--- config.mk ---
export PLATFORM = sky130hd
export DESIGN_NAME = alu_nibble_sequencer
export DESIGN_NICKNAME = d
export VERILOG_FILES = /design/src/rtl/alu_nibble_sequencer.sv
export SDC_FILE = /design/constraint.sdc
export NUM_CORES = 1
export LEC_CHECK = 0
export CORE_AREA = 2 2 72 74
export CTS_CLUSTER_DIAMETER = 50
export DETAILED_ROUTE_END_ITERATION = 8
export DIE_AREA = 0 0 74 76
export PLACE_DENSITY = 0.71
export SLEW_MARGIN = 20
export SYNTH_ARGS = -nofsm -noshare
export SYNTH_HDL_FRONTEND = slang
export SYNTH_SLANG_ARGS = --single-unit
--- constraint.sdc ---
create_clock -name clk -period 4.76 [get_ports clk]
set_input_delay 0.952 -clock clk [delete_from_list [all_inputs] [get_ports clk]]
set_output_delay 0.952 -clock clk [all_outputs]
set_load 0.005 [all_outputs]
--- src/rtl/alu_nibble_sequencer.sv ---
// alu_nibble_sequencer
// Runs a W-bit command (W = 4*NIBBLES) through an external combinational 4-bit
// ALU, one nibble per cycle with the LSB nibble first. The carry is chained
// between passes using the registered ALU carry-out. The full-width result is
// then presented on a downstream valid/ready handshake.
//
// Ports:
//   clk, rst_n                 clock, asynchronous active-low reset
//   in_valid/in_ready          command handshake (accepted only in IDLE)
//   in_a, in_b [W]             operands
//   in_op [3]                  000 AND, 001 OR, 010 ADD, 110 SUB, 111 SLT
//   in_cin                     carry-in (ADD only)
//   alu_a, alu_b, alu_op,      drive to the 4-bit ALU; held at zero outside RUN
//   alu_cin
//   alu_result, alu_cout       combinational ALU response
//   out_valid/out_ready        result handshake (held stable in DONE)
//   out_result [W], out_cout,  result, final carry, signed overflow,
//   out_ovf, out_err           illegal-op flag
module alu_nibble_sequencer #(
  parameter int NIBBLES = 2
) (
  input  logic                 clk,
  input  logic                 rst_n,
  input  logic                 in_valid,
  output logic                 in_ready,
  input  logic [4*NIBBLES-1:0] in_a,
  input  logic [4*NIBBLES-1:0] in_b,
  input  logic [2:0]           in_op,
  input  logic                 in_cin,
  output logic [3:0]           alu_a,
  output logic [3:0]           alu_b,
  output logic [2:0]           alu_op,
  output logic                 alu_cin,
  input  logic [3:0]           alu_result,
  input  logic                 alu_cout,
  output logic                 out_valid,
  input  logic                 out_ready,
  output logic [4*NIBBLES-1:0] out_result,
  output logic                 out_cout,
  output logic                 out_ovf,
  output logic                 out_err
);

  localparam int W = 4 * NIBBLES;

  localparam logic [2:0] OP_AND = 3'b000;
  localparam logic [2:0] OP_OR  = 3'b001;
  localparam logic [2:0] OP_ADD = 3'b010;
  localparam logic [2:0] OP_SUB = 3'b110;
  localparam logic [2:0] OP_SLT = 3'b111;

  typedef enum logic [1:0] {
    IDLE = 2'd0,
    RUN  = 2'd1,
    DONE = 2'd2
  } state_t;

  state_t         state, state_n;
  logic [3:0]     cnt, cnt_n;
  logic [W-1:0]   a_r, a_n;
  logic [W-1:0]   b_r, b_n;
  logic [2:0]     op_r, op_n;
  logic           cin_r, cin_n;
  logic [W-1:0]   res_r, res_n;
  logic           carry_r, carry_n;
  logic           cout_r, cout_n;
  logic           ovf_r, ovf_n;
  logic           err_r, err_n;

  logic [5:0]     bit_pos;
  logic [W-1:0]   res_merged;
  logic           sign_a, sign_b_eff, ovf_calc;

  function automatic logic op_legal(input logic [2:0] op);
    case (op)
      OP_AND, OP_OR, OP_ADD, OP_SUB, OP_SLT: op_legal = 1'b1;
      default:                               op_legal = 1'b0;
    endcase
  endfunction

  // Registered state, operands and result.
  always_ff @(posedge clk or negedge rst_n) begin
    if (!rst_n) begin
      state   <= IDLE;
      cnt     <= 4'd0;
      a_r     <= '0;
      b_r     <= '0;
      op_r    <= 3'b000;
      cin_r   <= 1'b0;
      res_r   <= '0;
      carry_r <= 1'b0;
      cout_r  <= 1'b0;
      ovf_r   <= 1'b0;
      err_r   <= 1'b0;
    end else begin
      state   <= state_n;
      cnt     <= cnt_n;
      a_r     <= a_n;
      b_r     <= b_n;
      op_r    <= op_n;
      cin_r   <= cin_n;
      res_r   <= res_n;
      carry_r <= carry_n;
      cout_r  <= cout_n;
      ovf_r   <= ovf_n;
      err_r   <= err_n;
    end
  end

  // Next-state logic and the ALU drive for the current pass.
  always_comb begin
    state_n    = state;
    cnt_n      = cnt;
    a_n        = a_r;
    b_n        = b_r;
    op_n       = op_r;
    cin_n      = cin_r;
    res_n      = res_r;
    carry_n    = carry_r;
    cout_n     = cout_r;
    ovf_n      = ovf_r;
    err_n      = err_r;
    alu_a      = 4'd0;
    alu_b      = 4'd0;
    alu_op     = 3'b000;
    alu_cin    = 1'b0;

    bit_pos    = {cnt, 2'b00};
    // Replace the current nibble of the result with the ALU output.
    res_merged = (res_r & ~(W'(4'hF) << bit_pos)) | (W'(alu_result) << bit_pos);
    // SUB and SLT (op[2]=1) subtract, so B's effective sign is inverted.
    sign_a     = a_r[W-1];
    sign_b_eff = b_r[W-1] ^ op_r[2];
    ovf_calc   = (sign_a == sign_b_eff) && (alu_result[3] != sign_a);

    case (state)
      IDLE: begin
        if (in_valid) begin
          a_n     = in_a;
          b_n     = in_b;
          op_n    = in_op;
          cin_n   = in_cin;
          res_n   = '0;
          carry_n = 1'b0;
          cout_n  = 1'b0;
          ovf_n   = 1'b0;
          cnt_n   = 4'd0;
          if (op_legal(in_op)) begin
            err_n   = 1'b0;
            state_n = RUN;
          end else begin
            err_n   = 1'b1;
            state_n = DONE;
          end
        end else begin
          state_n = IDLE;
        end
      end

      RUN: begin
        alu_a  = 4'(a_r >> bit_pos);
        alu_b  = 4'(b_r >> bit_pos);
        // SLT is evaluated as a subtraction on the ALU.
        alu_op = (op_r == OP_SLT) ? OP_SUB : op_r;
        if (cnt == 4'd0) begin
          case (op_r)
            OP_ADD:         alu_cin = cin_r;
            OP_SUB, OP_SLT: alu_cin = 1'b1;
            default:        alu_cin = 1'b0;
          endcase
        end else begin
          alu_cin = carry_r;
        end

        res_n   = res_merged;
        carry_n = alu_cout;
        cnt_n   = cnt + 4'd1;

        if (cnt == 4'(NIBBLES - 1)) begin
          state_n = DONE;
          case (op_r)
            OP_ADD, OP_SUB: begin
              cout_n = alu_cout;
              ovf_n  = ovf_calc;
            end
            OP_SLT: begin
              // Signed less-than: difference sign corrected by overflow.
              res_n  = W'(alu_result[3] ^ ovf_calc);
              cout_n = 1'b0;
              ovf_n  = 1'b0;
            end
            default: begin
              cout_n = 1'b0;
              ovf_n  = 1'b0;
            end
          endcase
        end else begin
          state_n = RUN;
        end
      end

      DONE: begin
        if (out_ready) begin
          state_n = IDLE;
        end else begin
          state_n = DONE;
        end
      end

      default: begin
        state_n = IDLE;
      end
    endcase
  end

  assign in_ready   = (state == IDLE);
  assign out_valid  = (state == DONE);
  assign out_result = res_r;
  assign out_cout   = cout_r;
  assign out_ovf    = ovf_r;
  assign out_err    = err_r;

endmodule

==> results.cfg <==
[timing]
skew_ps = 6.70
fmax_ghz = 0.318
hold_ws_ps = 480
final.period_utilization_pct = 66.0
period_minus_slack_ps = 3140
tightest_slew_ps = 957
fin_setup_tns_ps = 0
setup_viol = 0
slew_headroom_pct = 36.2
hold_violations = 0
slew_viol_final = 0
rsz0062_at_grt = false

[synth]
ys.flop_type = dfrtp_1
seq_area_frac_synth_pct = 51.2
avgSynthCellArea_um2 = 9.28
synth.distinct_cells = 36
synth_area_leader_cell = dfrtp_1
syn_inst = 200
syn-num-nets = 232
ys_ff_latch = 38
synth_commonest_cells = 73 x nand2_1, 38 x dfrtp_1, 11 x nor2_1
ys_top_cells_by_area = dfrtp_1 51%, nand2_1 15%, mux2i_1 4.9%
synth_edf_count = 0
async_flop_share_pct = 100
netlist_area_um2 = 1860
yosysMostFrequentCell = nand2_1
synth.top_cell.area_share_pct = 51.2
yosys_warnings = 0

[routing]
wl_um = 4110
vias = 1558
drcViolationCount = 0
firstDrtPassIters = 4
postRouteAntennaNets = 0
first_iter_violations = 58
post_drt_wl_per_cell_um = 12.8
viasPerCell = 4.84

[global_routing]
grt_start_max_net_pins = 39
antenna_found_initial = 0
grt_pass1_wl_um = 6710
grt_overflow_total = 0
grt_use_total_pct = 15.6
grt_pass1_vias = 1467

[final_layout]
num-fill-cells = 456
syn2layout_area_growth_pct = 35.2
nets = 284
diodes = 0
multi_input_area_um2 = 857
seqCellArea_um2 = 951
drive_gt1_share_pct = 5.56

[critical_path]
path_max_fanout = 16
reg2reg_from = cnt[0]$_DFFE_PN0P_
critPathArrivalTime_ps = 2190
cp-start-kind = flop
cp-end-kind = primary output
r2r_cells = 5
rr_endpoint = out_result[7]$_DFFE_PN0P_
rrSetupSlack_ps = 2620
worstPathRequired_ps = 3810
critPathKind = flop to primary output

[die]
start_util_pct = 37.8
ioPinCount = 54
rows = 26
fp.dieArea_um2 = 5620
fp.coreArea_um2 = 4910
die_w_um = 74
die_h_um = 76

[clock_tree]
htree_levels = 2
cts_root_buf = clkbuf_8
hold_buffers = 0
cts_tree = done
clk-insertion-delay-late_ps = 300
cts-buffers-inserted = 5
clockBufferDepth = 2
cts_setup_buffers = 0
clock-sinks = 38
clk_pin_slew_worst_paths_ps = 60
post_cts_resized = 0

[job]
drv_cap = 0

[min_path]
whs_endpoint = a_r[6]$_DFFE_PN0P_
hold_start = a_r[6]$_DFFE_PN0P_
hold_path_depth = 2
hold_path.class = flop to flop

[power_and_ir_drop]
p_int_mw = 0.881
p_leak_nw = 1.13
powerDensity_nw_per_um2 = 566
switchingPower_mw = 0.539
vdd_drop_max_mv = 0.251
power_frac_comb_pct = 44.7
p_seq_share_pct = 40.6
clkPwrFrac_pct = 14.7
switching_share_pct = 38.0

[placement]
dp_hpwl_um = 2870
portBuffers = 53
place.gp.congestion = 0.803

[run_status]
status = completed
## logic make-up after synthesis
family          after synthesis  synth area share (%)
compound gates               24                  10.3
mux                          11                  6.07
simple gates                111                  26.8
buf+inv                      11                  2.56
xor+xnor                      1                 0.472
fa+ha+maj                     4                  2.56
flops                        38                  51.2
## power groups by stage
stage	sequential, mW	combinational (mW)	clock (mW)
finish	0.577	0.634	0.209
CTS	0.577	0.642	0.216
detailed placement	0.584	0.638	0
floorplan	0.544	0.416	0
global placement	0.578	0.626	0
global route	0.596	0.703	0.230
## worst max path at each step
stage                        from       to  slack, ps
2_1_floorplan  cnt[0]$_DFFE_PN0P_  alu_cin       2420
3_3_place_gp   cnt[0]$_DFFE_PN0P_  alu_cin       1960
3_5_place_dp   cnt[0]$_DFFE_PN0P_  alu_cin       1930
4_1_cts        cnt[0]$_DFFE_PN0P_  alu_cin       1600
5_1_grt        cnt[0]$_DFFE_PN0P_  alu_cin       1460
6_report       cnt[0]$_DFFE_PN0P_  alu_cin       1620
## flip-flops by register name, summed over array words and instances, names as in the netlist
name        cells
a_r             8
b_r             8
out_result      8
cnt             4
op_r            3
state           2
carry_r         1
cin_r           1
out_cout        1
out_err         1
out_ovf         1
## placed cells by master, fill, tap and decap left out, types with 3 or more instances in the layout
master,count
dfrtp_1,38
mux2i_1,9
inv_1,3
a32o_1,7
nor2b_1,3
clkbuf_8,5
and2_1,4
clkdlybuf4s50_1,52
nand2_1,73
o21ai_1,4
ha_1,3
nand3_1,8
nor2_1,11
o21ai_0,5
## area by class of cell
| cell class | count | area share [%] |
|---|---|---|
| Sequential cell | 38 | 37.9 |
| Multi-Input combinational cell | 151 | 34.2 |
| Timing Repair Buffer | 53 | 20.9 |
| Tap cell | 70 | 3.49 |
| Clock buffer | 7 | 3.04 |
| Inverter | 3 | 0.449 |
## metrics by stage
stage / total power, mW / cell area (um2) / worst slack [ps] / utilization, % / instances
floorplan: 0.960 / 1860 / 2420 / - / 200
CTS: 1.44 / 2510 / 1600 / 51.1 / 322
global placement: 1.20 / 2430 / 1960 / 49.5 / 315
finish: 1.42 / 2510 / 1620 / 51.1 / 322
detailed placement: 1.22 / 2430 / 1930 / 49.5 / 315
global route: 1.53 / 2510 / 1460 / 51.1 / 322
## worst max-delay path, cell delays in order, from the launching register on
cell and delay (ps):
dfrtp_1 760, inv_1 110, ha_1 240, nand2_1 60, nand2_1 50, a21oi_1 160, clkdlybuf4s50_1 520
## layer usage
layer  share of wire (%)  track usage (%)  wire length, um  vias to the layer above
met5                   0                0                0                        -
met4                 1.6             5.45               65                        0
met3                 5.0             5.42              205                        7
met2                  48             23.7             1970                       37
met1                  45             20.4             1870                      742
li1                    -                -                -                      772
Note: power is estimated with default switching activity, not from simulation.
